<file path="config.mk">
export PLATFORM = sky130hd
export DESIGN_NAME = mig_cmd_arbiter
export DESIGN_NICKNAME = d
export VERILOG_FILES = /design/src/rtl/mig_arb_pkg.sv /design/src/rtl/mig_cmd_out_reg.sv /design/src/rtl/mig_cmd_arbiter.sv
export SDC_FILE = /design/constraint.sdc
export NUM_CORES = 1
export LEC_CHECK = 0
export BUFFER_PORTS_ARGS = -buffer_cell sky130_fd_sc_hd__buf_2
export CAP_MARGIN = 15
export CORE_AREA = 2 2 148 150
export CTS_CLUSTER_DIAMETER = 40
export CTS_CLUSTER_SIZE = 30
export DETAILED_ROUTE_END_ITERATION = 8
export DIE_AREA = 0 0 150 152
export SYNTH_ARGS = -nofsm -noshare
export SYNTH_HDL_FRONTEND = slang
export SYNTH_SLANG_ARGS = --single-unit
</file>
<file path="constraint.sdc">
create_clock -name clk_in -period 9.7 [get_ports clk_in]
set_input_delay 1.94 -clock clk_in [delete_from_list [all_inputs] [get_ports clk_in]]
set_output_delay 1.94 -clock clk_in [all_outputs]
set_load 0.005 [all_outputs]
</file>
<file path="src/rtl/mig_arb_pkg.sv">
`default_nettype none
// ============================================================================
//  Module      : mig_arb_pkg
//  Description : Shared types and constants for the MIG command arbiter:
//                arbiter state encoding and the registered command record.
//  Revision    : 1.0  initial release
// ============================================================================
package mig_arb_pkg;

    // MIG user-interface widths
    localparam int MIG_DATA_W = 128;
    localparam int MIG_STRB_W = 16;
    // Address field of the command record; the arbiter's ADDR_WIDTH must not
    // exceed this (the record is sized for the widest supported part).
    localparam int MIG_ADDR_W = 27;

    // Arbiter states
    typedef enum logic [1:0] {
        ARB_IDLE     = 2'd0,
        ARB_WR_GRANT = 2'd1,
        ARB_RD_GRANT = 2'd2
    } arb_state_e;

    // Flat constants used by the FSM register
    localparam logic [1:0] C_ST_IDLE     = 2'(ARB_IDLE);
    localparam logic [1:0] C_ST_WR_GRANT = 2'(ARB_WR_GRANT);
    localparam logic [1:0] C_ST_RD_GRANT = 2'(ARB_RD_GRANT);

    // One MIG command as held in the output stage
    typedef struct packed {
        logic                  write;
        logic [MIG_ADDR_W-1:0] addr;
        logic [MIG_DATA_W-1:0] data;
        logic [MIG_STRB_W-1:0] strobe;
    } mig_cmd_t;

endpackage : mig_arb_pkg
`default_nettype wire

</file>
<file path="src/rtl/mig_cmd_out_reg.sv">
`default_nettype none
// ============================================================================
//  Module      : mig_cmd_out_reg
//  Description : Single valid/ready register stage for MIG commands. Accepts a
//                new command whenever the stage is empty or being drained in
//                the same cycle, so a full stage still sustains one command
//                per clock.
//  Revision    : 1.0  initial release
// ============================================================================
module mig_cmd_out_reg
    import mig_arb_pkg::*;
(
    input  logic     clk,
    input  logic     rst,
    input  logic     i_valid,
    output logic     o_ready,
    input  mig_cmd_t i_cmd,
    output logic     o_valid,
    input  logic     i_ready,
    output mig_cmd_t o_cmd
);

    logic     r_valid;
    mig_cmd_t r_cmd;

    // Stage can take a command when empty or when its content leaves this cycle
    assign o_ready = !r_valid || i_ready;
    assign o_valid = r_valid;
    assign o_cmd   = r_cmd;

    // Load/drain the stage; contents are frozen while stalled downstream
    always_ff @(posedge clk or posedge rst) begin
        if (rst) begin
            r_valid <= 1'b0;
            r_cmd   <= '0;
        end else if (o_ready) begin
            r_valid <= i_valid;
            if (i_valid) begin
                r_cmd <= i_cmd;
            end
        end
    end

endmodule : mig_cmd_out_reg
`default_nettype wire

</file>
<file path="src/rtl/mig_cmd_arbiter.sv">
`default_nettype none
// ============================================================================
//  Module      : mig_cmd_arbiter
//  Description : Shares the MIG command/write-data path between the
//                framebuffer write stream and the display read stream.
//                One requester is granted at a time; burst limits bound each
//                grant so neither side starves, and an urgent display read
//                preempts writes. One registered command stage drives the
//                MIG command FIFO.
//  Options     : MIG_ARB_ZERO_STROBE_DROP_EN - when defined, write beats with
//                an all-zero strobe are accepted and counted but never
//                forwarded to the MIG.
//  Revision    : 1.0  initial release
// ============================================================================
module mig_cmd_arbiter
    import mig_arb_pkg::*;
#(
    parameter int ADDR_WIDTH   = 27,
    parameter int WR_BURST_MAX = 8,
    parameter int RD_BURST_MAX = 4
) (
    input  logic                  clk_in,
    input  logic                  rst_in,
    // framebuffer write stream
    input  logic                  wr_valid_in,
    output logic                  wr_rdy_out,
    input  logic [ADDR_WIDTH-1:0] wr_addr_in,
    input  logic [MIG_DATA_W-1:0] wr_data_in,
    input  logic [MIG_STRB_W-1:0] wr_strobe_in,
    // display read stream
    input  logic                  rd_valid_in,
    output logic                  rd_rdy_out,
    input  logic [ADDR_WIDTH-1:0] rd_addr_in,
    input  logic                  rd_urgent_in,
    // MIG command FIFO side
    output logic                  cmd_valid_out,
    input  logic                  cmd_rdy_in,
    output logic                  cmd_write_out,
    output logic [ADDR_WIDTH-1:0] cmd_addr_out,
    output logic [MIG_DATA_W-1:0] cmd_data_out,
    output logic [MIG_STRB_W-1:0] cmd_strobe_out
);

    localparam int C_BURST_MAX = (WR_BURST_MAX > RD_BURST_MAX) ? WR_BURST_MAX : RD_BURST_MAX;
    localparam int C_CNT_W     = $clog2(C_BURST_MAX) + 1;

    localparam logic [C_CNT_W-1:0] C_WR_LIMIT = C_CNT_W'(WR_BURST_MAX);
    localparam logic [C_CNT_W-1:0] C_RD_LIMIT = C_CNT_W'(RD_BURST_MAX);
    localparam logic [C_CNT_W-1:0] C_CNT_SAT  = {C_CNT_W{1'b1}};

    logic [1:0]         r_state;
    logic [1:0]         w_state_nxt;
    logic [C_CNT_W-1:0] r_burst_cnt;
    logic [C_CNT_W-1:0] w_cnt_acc;

    logic     w_out_free;
    logic     w_wr_acc;
    logic     w_rd_acc;
    logic     w_wr_load;
    logic     w_stage_load;
    mig_cmd_t w_in_cmd;
    mig_cmd_t w_out_cmd;

    // Handshakes: only the granted side sees ready, and only when the
    // output stage can take a command this cycle
    assign wr_rdy_out = (r_state == C_ST_WR_GRANT) && w_out_free;
    assign rd_rdy_out = (r_state == C_ST_RD_GRANT) && w_out_free;
    assign w_wr_acc   = wr_valid_in && wr_rdy_out;
    assign w_rd_acc   = rd_valid_in && rd_rdy_out;

`ifdef MIG_ARB_ZERO_STROBE_DROP_EN
    // A beat that writes no bytes is consumed but never reaches the MIG
    assign w_wr_load = w_wr_acc && (wr_strobe_in != '0);
`else
    assign w_wr_load = w_wr_acc;
`endif

    assign w_stage_load = w_wr_load || w_rd_acc;

    // Beat count including this cycle's accept; saturates instead of wrapping
    always_comb begin
        w_cnt_acc = r_burst_cnt;
        if ((w_wr_acc || w_rd_acc) && (r_burst_cnt != C_CNT_SAT)) begin
            w_cnt_acc = r_burst_cnt + 1'b1;
        end
    end

    // Command record for whichever side is accepted; reads carry no data
    always_comb begin
        w_in_cmd = '0;
        if (w_wr_acc) begin
            w_in_cmd.write  = 1'b1;
            w_in_cmd.addr   = MIG_ADDR_W'(wr_addr_in);
            w_in_cmd.data   = wr_data_in;
            w_in_cmd.strobe = wr_strobe_in;
        end else begin
            w_in_cmd.write  = 1'b0;
            w_in_cmd.addr   = MIG_ADDR_W'(rd_addr_in);
        end
    end

    // Grant selection, evaluated after this cycle's accept has been counted
    always_comb begin
        w_state_nxt = r_state;
        case (r_state)
            C_ST_IDLE: begin
                if (rd_valid_in && (rd_urgent_in || !wr_valid_in)) begin
                    w_state_nxt = C_ST_RD_GRANT;
                end else if (wr_valid_in) begin
                    w_state_nxt = C_ST_WR_GRANT;
                end
            end
            C_ST_WR_GRANT: begin
                if (rd_valid_in && (rd_urgent_in || (w_cnt_acc >= C_WR_LIMIT) || !wr_valid_in)) begin
                    w_state_nxt = C_ST_RD_GRANT;
                end else if (!wr_valid_in && !rd_valid_in) begin
                    w_state_nxt = C_ST_IDLE;
                end
            end
            C_ST_RD_GRANT: begin
                // Urgency pins the grant on reads regardless of burst length
                if (wr_valid_in && !rd_urgent_in && ((w_cnt_acc >= C_RD_LIMIT) || !rd_valid_in)) begin
                    w_state_nxt = C_ST_WR_GRANT;
                end else if (!wr_valid_in && !rd_valid_in) begin
                    w_state_nxt = C_ST_IDLE;
                end
            end
            default: begin
                w_state_nxt = C_ST_IDLE;
            end
        endcase
    end

    // State and burst counter; the counter restarts on every grant change
    always_ff @(posedge clk_in or posedge rst_in) begin
        if (rst_in) begin
            r_state     <= C_ST_IDLE;
            r_burst_cnt <= '0;
        end else begin
            r_state <= w_state_nxt;
            if (w_state_nxt != r_state) begin
                r_burst_cnt <= '0;
            end else begin
                r_burst_cnt <= w_cnt_acc;
            end
        end
    end

    mig_cmd_out_reg u_out_reg (
        .clk     (clk_in),
        .rst     (rst_in),
        .i_valid (w_stage_load),
        .o_ready (w_out_free),
        .i_cmd   (w_in_cmd),
        .o_valid (cmd_valid_out),
        .i_ready (cmd_rdy_in),
        .o_cmd   (w_out_cmd)
    );

    assign cmd_write_out  = w_out_cmd.write;
    assign cmd_addr_out   = ADDR_WIDTH'(w_out_cmd.addr);
    assign cmd_data_out   = w_out_cmd.data;
    assign cmd_strobe_out = w_out_cmd.strobe;

endmodule : mig_cmd_arbiter
`default_nettype wire
</file>
# Word level (Yosys, flattened, before mapping)
# Cells that the tools add are included.
[word_totals] out_inout_bits=175 input_bits=204 ff_bits=179 wordCells=46
[op_classes] n_eq_ne=4 n_mux=10 add_sub_neg=1 n_lt_le_gt_ge=2 n_reduce_logical=22
[op_table] op="144-bit 2-to-1 mux" n=1
[op_table] op="28-bit 2-to-1 mux" n=1
[op_table] op="1-bit logical AND" n=10
[op_table] op="2-bit 2-to-1 mux" n=5
[op_table] op="4-bit 2-to-1 mux" n=2
[op_table] op="1-bit logical OR" n=6
[op_table] op="2-bit case mux with 3 select lines" n=1
[op_table] op="4-bit by 1-bit adder with 4-bit output (second input constant)" n=1
[op_table] op="4-bit by 3-bit greater-or-equal comparator with 1-bit output (second input constant)" n=1
[op_table] op="4-bit greater-or-equal comparator (second input constant)" n=1
[op_table] op="1-bit zero test" n=4
[op_table] op="4-bit != test (second input constant)" n=1
[op_table] op="2-bit by 1-bit == test with 1-bit output (second input constant)" n=1
[op_table] op="2-bit == test (second input constant)" n=1
[op_table] op="2-bit zero test" n=1
[op_table] op="2-bit != test" n=1
[op_table] op="2-bit AND reduction" n=1

# Longest topological paths before layout
# Gate-level depths: netlist of the first run.
[depth] depth_word=15 depth_mapped=8

# Modules after synthesis
# Synthesis of the first run repeated with hierarchy kept, for this count alone.
[unflattened] cells_unflattened=627 hier_area_um2=8618.3
[by_module_without_submodules] module="mig_cmd_out_reg" n_inst=1 area_each_um2=6747.7 seq_area_each_um2=4329.2 cells_per_inst=367
[by_module_without_submodules] module="mig_cmd_arbiter" n_inst=1 area_each_um2=1870.5 seq_area_each_um2=150.1 cells_per_inst=260

# Worst setup path after synthesis of the first run
# No wires, ideal clock.
[synth_path] path_type="input to output" from="in cmd_rdy_in" to="out wr_rdy_out" arrival_ns=2.413 t_required_ns=7.760 slack_ns=5.347 cell_stages=2 n_path_buf=0 cell_sequence="and2b_2 > and2b_1"
[synth_between] elab_chain_cells=2
[synth_rtl] element="start, declared" line_no="mig_cmd_arbiter.sv:37" text="input logic cmd_rdy_in,"
[synth_rtl] element="1-bit logical OR" line_no="mig_cmd_out_reg.sv:27" text="assign o_ready = !r_valid || i_ready;"
[synth_rtl] element="1-bit logical AND" line_no="mig_cmd_arbiter.sv:66" text="assign wr_rdy_out = (r_state == C_ST_WR_GRANT) && w_out_free;"
[synth_rtl] element="end, declared" line_no="mig_cmd_arbiter.sv:26" text="output logic wr_rdy_out,"
# Every way passes these cells.

# Worst setup path after layout of the first run
# Ends and elaborated chain as after synthesis.

==> results of run 1 <==
per-stage QoR:
stage          total power (W)  area [µm²]   util  hold slack, ns  setup slack [ns]
6_report               0.00299        9600  0.450           0.477              5.09
5_1_grt                0.00321        9600  0.450           0.505              5.05
4_1_cts                0.00303        9570  0.448           0.482              5.09
3_5_place_dp           0.00234        9000  0.421           0.461              5.09
3_3_place_gp           0.00232        9000  0.421           0.456              5.10
2_1_floorplan          0.00183        6990      -           0.473              2.90
final cells by class:
type	count	area [µm²]	share of cell area
Inverter	3	16.3	0.00169
Clock inverter	13	146	0.0152
Multi-Input combinational cell	280	2230	0.232
Tap cell	280	350	0.0365
Timing Repair Buffer	383	1950	0.203
Sequential cell	179	4480	0.467
Clock buffer	18	429	0.0447
worst min-delay path by stage:
stage	endpoint	slack (ns)	depth (start not counted)
2_1_floorplan	u_out_reg.o_cmd[149]	0.47	2
3_5_place_dp	u_out_reg.o_cmd[171]	0.46	1
6_report	u_out_reg.o_cmd[155]	0.48	2
5_1_grt	u_out_reg.o_cmd[164]	0.50	2
4_1_cts	u_out_reg.o_cmd[161]	0.48	2
3_3_place_gp	u_out_reg.o_cmd[171]	0.46	1
cell usage after synthesis (all sizes together) (2+ instances only):
master,n
clkbuf,10
and2b,2
nor3,3
buf,33
a21o,2
nor2,7
mux2i,29
inv,3
o21ai,29
nand3b,3
nand2b,2
o2111ai,2
a22o,144
dfrtp,179
a211oi,3
nand3,2
or2b,2
nand2,31
nor4,2
sequential cells by signal (all words and copies together) (netlist names):
| signal | cells |
|---|---|
| u_out_reg.o_valid | 1 |
| r_state | 2 |
| u_out_reg.o_cmd | 172 |
| r_burst_cnt | 4 |
cell families (layout without fill, tap and decap cells):
group	after synthesis	in the layout
and+or+nand+nor	60	60
DFF	179	179
adders and majority gates	1	1
muxes	30	30
xor gates and xnor gates	1	1
buffers and inverters	46	417
AOI/OAI and AO/OA	188	188
report_power, final:
| part | total (W) | leakage (nW) | switching, W | internal, W |
|---|---|---|---|---|
| combinational | 0.00102 | 2.54 | 0.000477 | 0.000543 |
| clock | 0.000674 | 0.273 | 0.000310 | 0.000364 |
| sequential | 0.00130 | 2.38 | 0.000196 | 0.00110 |
| total | 0.00299 | 5.19 | 0.000983 | 0.00201 |
layer usage:
layer	part of all wire	track usage	wire length (µm)
met1	0.41	0.200	7810
met2	0.50	0.283	9560
met3	0.075	0.0414	1430
met4	0.016	0.0544	314
met5	0	0	0
worst max-delay path: cells and delay by family:
family | cells | cell delay (ns)
buf+inv | 2 | 0.21
simple gates | 2 | 0.51
==> impl_metrics.csv, run 1 <==
group,metric,value,unit
setup_path,worstPathCellList,"buf_2, and2b_2, and2b_1, buf_2",
clocking,cts_inserted_buffers,17,
power_and_ir_drop,p_per_area,311,nW/µm²
logic_synthesis,async_flop_share,1.00,
setup_path,crit_path_end_kind,"output pin",
grt,antenna_found_initial,0,
routing,dr_total_vias,5534,
logic_synthesis,yosysSeqAreaShare,0.641,
logic_synthesis,synth-edff-count,0,
die,core_area,21400,µm²
hold_path,min_from,"u_out_reg.o_cmd[155]",
die,die_h,152,µm
setup_path,r2r_slack,6.84,ns
clocking,cts_hold_buf,0,
grt,grt_max_degree,115,
logic_synthesis,synth_cell_types,47,
sta,post-route-period-util,0.475,
logic_synthesis,netlist_instances,505,
routing,drt-initial-drc-count,268,
setup_path,required,7.76,ns
finish,layout-drive-gt1-share,0.489,
setup_path,startpoint,"cmd_rdy_in",
setup_path,cp_slowest_stage_delay,0.30,ns
grt,grt_pass1_wl,29800,µm
grt,grt_pass1_vias,5511,
clocking,htreeDepth,4,
run_status,status,"complete, no violations",
sta,finalSetupViolCount,0,
setup_path,path_max_fanout,7,
setup_path,crit_path_start_kind,"input pin",
die,pin_count,379,
logic_synthesis,synth_warnings,0,
sta,rsz0062_at_grt,"false",
die,placement_rows,54,
logic_synthesis,synth-adder-area-share,0.00179,
setup_path,r2r-start,"r_state[0]",
flow_run,cap_violations,0,
power_and_ir_drop,peakVddDrop,0.122,mV
die,initial_core_util,0.327,
setup_path,r2r_cells,6,
logic_synthesis,yosys.area_share.simple,0.0480,
die,fp.dieW,150,µm
finish,diodes,0,
setup_path,r2r_end,"u_out_reg.o_cmd[156]",
finish,areaGrowthSynthToFinish,37.3,%
logic_synthesis,synthXorXnorAreaFrac,0.00125,
setup_path,critPathArrivalTime,2.67,ns
logic_synthesis,yosysTopAreaCell,"dfrtp_1",
clocking,cts_tree,"yes",
finish,final_nets,1069,
sta,fmax,217,MHz
clocking,clk_pin_slew,0.07,ns
power_and_ir_drop,p_leak,5.19,nW
setup_path,crit_type,"in -> out",
logic_synthesis,synth-seq-cells,179,
logic_synthesis,synth_top_family_by_area,"compound AO/OA/AOI/OAI gates",
logic_synthesis,yosysTopAreaCellShare,0.641,
setup_path,crit_top_cell,"buf_2",
sta,max_slew.worst_pin.slew,1.05,ns
sta,setup_tns,0,ns
die,die_area,22800,µm²
logic_synthesis,postSynthAreaPerCell,13.8,µm²
routing,postRouteAntennaNets,0,
logic_synthesis,synth_mux_area_frac,0.0431,
finish,final_cell_mix,"buf_2 (378), dfrtp_1 (179), a22o_1 (144)",
clocking,clock_latency,0.42,ns
logic_synthesis,ys.flop_type,"dfrtp_1",
finish,final_common_cell,"buf_2",
logic_synthesis,synth_compound_area_frac,0.224,
sta,slew-limit-headroom,0.300,
sta,hold_viol_final,0,
logic_synthesis,synth_area_leaders,"dfrtp_1 (64%), a22o_1 (18%), mux2i_1 (4.2%)",
routing,wl_per_cell,16.5,µm
finish,fillers,2014,
logic_synthesis,synth_area,6990,µm²
finish,instances_no_fill,1156,
place,portBuffers,378,
clocking,cts-root-buf,"clkbuf_16",
routing,route.detailed.drc,0,
sta,min_period,4.61,ns
sta,slew_viol_final,0,
logic_synthesis,synth_nets,710,
routing,via_per_inst,4.79,
clocking,post_cts_buffers,0,
clocking,cts.sink_count,179,
clocking,post_cts_resized,0,
setup_path,cp_slowest_cell,"and2b_2",
clocking,ctsLongestPathBuffers,2,
routing,wirelength,19100,µm
setup_path,crit_path_end,"wr_rdy_out",
grt,grt_use_total,0.164,
grt,overflow,0,
sta,skew,0.0156,ns
hold_path,hold_path.class,"reg -> reg",
place,placedCellCount,1124,
routing,first_pass_iters,4,
place,hpwl,13400,µm
place,gp_congestion,0.778,
No activity file was read; power rests on OpenSTA's default activity.
==> run 2, diff against run 1 <==
==> constraint.sdc (replaced) <==
create_clock -name clk_in -period 4.2 [get_ports clk_in]
set_input_delay 0.84 -clock clk_in [delete_from_list [all_inputs] [get_ports clk_in]]
set_output_delay 0.84 -clock clk_in [all_outputs]
set_load 0.005 [all_outputs]
==> run 2 against run 1 <==
First-iteration DRC count is 33% lower. Sequential power is 130% higher. Die area stayed put. Critical endpoint unchanged. Worst hold slack worse by 0.0051 ns. Worst setup slack worse by 3.3 ns.
==> impl_metrics.csv, run 2 (synthesized netlist as in run 1, its figures left out) <==
group,metric,value,unit
setup_path,critPathArrivalTime,1.56,ns
hold_path,holdPathStages,1,
routing,first_pass_iters,4,
grt,grt_use_total,0.166,
clocking,htreeDepth,4,
sta,finalSetupViolCount,0,
finish,final_common_cell,"buf_2",
setup_path,crit_path_end_kind,"output pin",
routing,dr_total_vias,5514,
clocking,cts_inserted_buffers,17,
clocking,cts.sink_count,179,
grt,grt_pass1_vias,5667,
sta,post-route-period-util,0.572,
die,initial_core_util,0.327,
clocking,cts_tree,"yes",
die,fp.dieW,150,µm
finish,areaGrowthSynthToFinish,38.3,%
die,core_area,21400,µm²
setup_path,required,3.36,ns
hold_path,hold_path.class,"reg -> reg",
sta,max_slew.worst_pin.slew,0.983,ns
clocking,clk_pin_slew,0.06,ns
place,pre_cts_ws,1.44,ns
routing,drt-initial-drc-count,180,
place,placedCellCount,1124,
sta,slew-limit-headroom,0.344,
power_and_ir_drop,peakVddDrop,0.373,mV
finish,diodes,0,
finish,final_cell_mix,"buf_2 (378), dfrtp_1 (179), a22o_1 (144)",
finish,instances_no_fill,1155,
grt,antenna_found_initial,0,
sta,setup_tns,0,ns
finish,final_nets,1068,
finish,fillers,2010,
clocking,ctsLongestPathBuffers,2,
place,place_area,9030,µm²
sta,skew,0.00916,ns
routing,route.detailed.drc,0,
sta,setup_slack,1.80,ns
place,portBuffers,378,
run_status,status,"complete, no violations",
power_and_ir_drop,total_power,0.00709,W
routing,via_per_inst,4.77,
routing,wirelength,19000,µm
grt,overflow,0,
flow_run,cap_violations,0,
sta,fmax,416,MHz
setup_path,r2r_cells,5,
clocking,cts-root-buf,"clkbuf_16",
finish,largest_reg_flops,172,
routing,wl_per_cell,16.5,µm
die,die_area,22800,µm²
die,pin_count,379,
clocking,cts_hold_buf,0,
clocking,post_cts_buffers,0,
setup_path,path_max_fanout,7,
grt,grt_max_degree,201,
place,hpwl,13200,µm
sta,slew_viol_final,0,
setup_path,crit_path_start_kind,"input pin",
sta,min_period,2.40,ns
sta,hold_viol_final,0,
grt,grt_pass1_wl,30000,µm
setup_path,crit_type,"in -> out",
routing,postRouteAntennaNets,0,
sta,rsz0062_at_grt,"false",
finish,finalInstanceArea,9670,µm²
die,placement_rows,54,
clocking,post_cts_resized,0,
power_and_ir_drop,p_per_area,733,nW/µm²
die,die_h,152,µm
place,gp_congestion,0.806,
power_and_ir_drop,p_leak,5.22,nW
finish,layout-drive-gt1-share,0.488,
clocking,clock_latency,0.42,ns
-- run 2: layout make-up --
type                            count  area [µm²]  area share
Clock buffer                       19         443      0.0458
Clock inverter                     12         194      0.0201
Inverter                            3        15.0     0.00155
Multi-Input combinational cell    280        2230       0.231
Sequential cell                   179        4480       0.463
Tap cell                          280         350      0.0362
Timing Repair Buffer              382        1960       0.203
-- run 2: where the power goes --
part           total [W]  switching (W)  leakage, nW  internal, W
clock            0.00173       0.000699        0.309      0.00103
sequential       0.00300       0.000456         2.38      0.00254
combinational    0.00237        0.00111         2.54      0.00126
-- run 2: path summary, 6_finish.rpt --
path                            slack, ns                 start              endpoint
worst max-delay path                 1.80            cmd_rdy_in            wr_rdy_out
worst min-delay path                 0.47  u_out_reg.o_cmd[171]  u_out_reg.o_cmd[171]
worst max register to register       1.87            r_state[0]   u_out_reg.o_cmd[41]
worst min register to register       0.47  u_out_reg.o_cmd[171]  u_out_reg.o_cmd[171]
max in group asynchronous            2.75                rst_in   u_out_reg.o_cmd[51]
min in group asynchronous            0.69                rst_in  u_out_reg.o_cmd[106]
-- run 2: worst max-delay path, stage by stage --
cell and delay [ns]:
buf_2 0.09, and2b_2 0.29, and2b_1 0.21, buf_2 0.13
-- run 2: metrics by stage --
step	utilization	hold WS, ns
4_1_cts	0.453	0.476
3_3_place_gp	0.423	0.456
3_5_place_dp	0.423	0.461
5_1_grt	0.453	0.504
6_report	0.453	0.472
2_1_floorplan	-	0.473
-- run 2: layer usage --
| metal | vias up | GRT usage | wire length [µm] | part of all wire |
|---|---|---|---|---|
| met4 | 0 | 0.0539 | 366 | 0.019 |
| met1 | 2633 | 0.198 | 7720 | 0.41 |
| met2 | 238 | 0.282 | 9350 | 0.49 |
| li1 | 2618 | - | - | - |
| met3 | 25 | 0.0547 | 1610 | 0.085 |
| met5 | - | 0 | 0 | 0 |
==> run 3, diff against run 2 <==
==> constraint.sdc (replaced) <==
create_clock -name clk_in -period 2.28 [get_ports clk_in]
set_input_delay 0.456 -clock clk_in [delete_from_list [all_inputs] [get_ports clk_in]]
set_output_delay 0.456 -clock clk_in [all_outputs]
set_load 0.005 [all_outputs]
==> run 3 against run 2 <==
Die area unchanged. Combinational power increased by 91%. Worst setup slack got worse by 1.5 ns. Clock-buffer cell count decreased by 1. Wire length increased by 4.4%. Clock power increased by 64%. Total power increased by 82%. Largest cell class unchanged. Largest power group unchanged. Highest routed layer unchanged.
==> impl_metrics.csv, run 3 (synthesized netlist as in run 1, its figures left out) <==
group,metric,value,unit
grt,met3_usage,0.0553,
place,hpwl,14800,µm
sta,fmax,503,MHz
clocking,clk_pin_slew,0.07,ns
sta,setup_tns,0,ns
grt,met1_usage,0.201,
setup_path,path_max_fanout,9,
clocking,clock_latency,0.42,ns
finish,layout-drive-gt1-share,0.503,
place,gp_congestion,0.795,
place,placedCellCount,1147,
clocking,cts_hold_buf,0,
setup_path,r2r_slack,0.29,ns
clocking,cts_tree,"yes",
die,pin_count,379,
power_and_ir_drop,p_leak,5.34,nW
routing,dr_total_vias,5671,
finish,fillers,1999,
power_and_ir_drop,peakVddDrop,0.520,mV
grt,grt_pass1_wl,30800,µm
place,pre_cts_ws,0.238,ns
finish,finalInstanceArea,9850,µm²
grt,busiest_layer,"met2",
setup_path,required,2.57,ns
die,die_area,22800,µm²
clocking,ctsLongestPathBuffers,2,
routing,first_pass_iters,4,
clocking,post_cts_resized,0,
die,initial_core_util,0.327,
routing,wl_per_cell,16.9,µm
sta,max_slew.worst_pin.slew,0.557,ns
routing,drt-initial-drc-count,245,
routing,wirelength,19900,µm
setup_path,critPathArrivalTime,2.28,ns
sta,hold_viol_final,0,
finish,areaGrowthSynthToFinish,40.9,%
sta,finalSetupViolCount,0,
grt,grt_use_total,0.170,
sta,min_period,1.99,ns
sta,slew-limit-headroom,0.628,
routing,route.detailed.drc,0,
setup_path,r2r_end,"r_burst_cnt[0]",
clocking,cts-root-buf,"clkbuf_16",
finish,final_cell_mix,"buf_2 (378), dfrtp_1 (179), a22o_1 (144)",
grt,grt_use_met2,0.294,
clocking,cts_inserted_buffers,17,
setup_path,r2r-start,"r_state[1]",
routing,via_per_inst,4.81,
clocking,htreeDepth,4,
grt,overflow,0,
sta,post-route-period-util,0.872,
flow_run,cap_violations,0,
grt,grt_pass1_vias,5801,
setup_path,crit_path_start_kind,"flip-flop",
finish,diodes,0,
sta,skew,0.0104,ns
grt,antenna_found_initial,0,
grt,grt_max_degree,99,
power_and_ir_drop,p_per_area,1310,nW/µm²
clocking,post_cts_buffers,0,
run_status,status,"complete, no violations",
sta,slew_viol_final,0,
finish,final_common_cell,"buf_2",
die,core_area,21400,µm²
finish,instances_no_fill,1179,
place,portBuffers,378,
place,place_area,9280,µm²
setup_path,crit_path_end_kind,"flip-flop",
sta,setup_slack,0.291,ns
finish,largest_reg_flops,172,
power_and_ir_drop,total_power,0.0129,W
setup_path,r2r_cells,5,
routing,postRouteAntennaNets,0,
finish,final_nets,1091,
clocking,cts.sink_count,179,
die,die_h,152,µm
die,fp.dieW,150,µm
die,placement_rows,54,
hold_path,hold_path.class,"in -> async",
sta,rsz0062_at_grt,"false",
setup_path,crit_type,"reg -> reg",
[run 3: changes by cell type in the layout (fill, tap and decap cells not counted)]
cell,delta
inv_6,+1
inv_8,+1
buf_4,+17
clkinv_4,+3
clkinv_2,+1
bufinv_16,-4
buf_12,+6
clkinvlp_4,-1
clkinv_8,+1
clkbuf_1,-1
[run 3: per-layer routing]
layer  vias to the layer above  part of all wire  wire [µm]
met5                         -                 0          0
met4                         0             0.020        397
met3                        26             0.082       1640
met2                       247              0.50       9970
met1                      2733              0.40       7890
li1                       2665                 -          -
[run 3: through the flow]
step                       util  hold slack (ns)
after floorplan               -            0.473
after global placement    0.435            0.455
after detailed placement  0.435            0.468
after CTS                 0.462           0.0877
after global routing      0.462           0.0965
final                     0.462           0.0911
[run 3: worst max path at each step]
stage	from	endpoint	slack [ns]
6_report	r_state[1]	r_burst_cnt[0]	0.29
5_1_grt	r_burst_cnt[0]	r_burst_cnt[0]	0.17
4_1_cts	r_state[1]	r_burst_cnt[0]	0.27
3_5_place_dp	wr_valid_in	r_burst_cnt[0]	0.24
3_3_place_gp	rd_valid_in	r_burst_cnt[0]	0.25
2_1_floorplan	rst_in	r_burst_cnt[0]	-0.47
[run 3: cell type report]
type	count	area, µm²	area share
timing repair buffer	405	2210	0.224
clock buffer	18	439	0.0446
inverter	3	15.0	0.00152
tap	280	350	0.0356
clock inverter	14	134	0.0136
sequential	179	4480	0.455
multi-input combinational	280	2230	0.226
[run 3: report_power, final]
part,switching [W],leakage [nW],internal [W],total [W]
logic,0.00209,2.68,0.00244,0.00452
clock network,0.00135,0.285,0.00148,0.00283
registers,0.000842,2.38,0.00468,0.00552
total,0.00428,5.34,0.00860,0.0129
[run 3: worst max-delay path, cell delays in order, from the launching register on]
cell and delay, ns:
dfrtp_1 0.49, nand3b_4 0.24, a211oi_2 0.33, mux2_2 0.39, a211oi_2 0.32, nor3_1 0.09
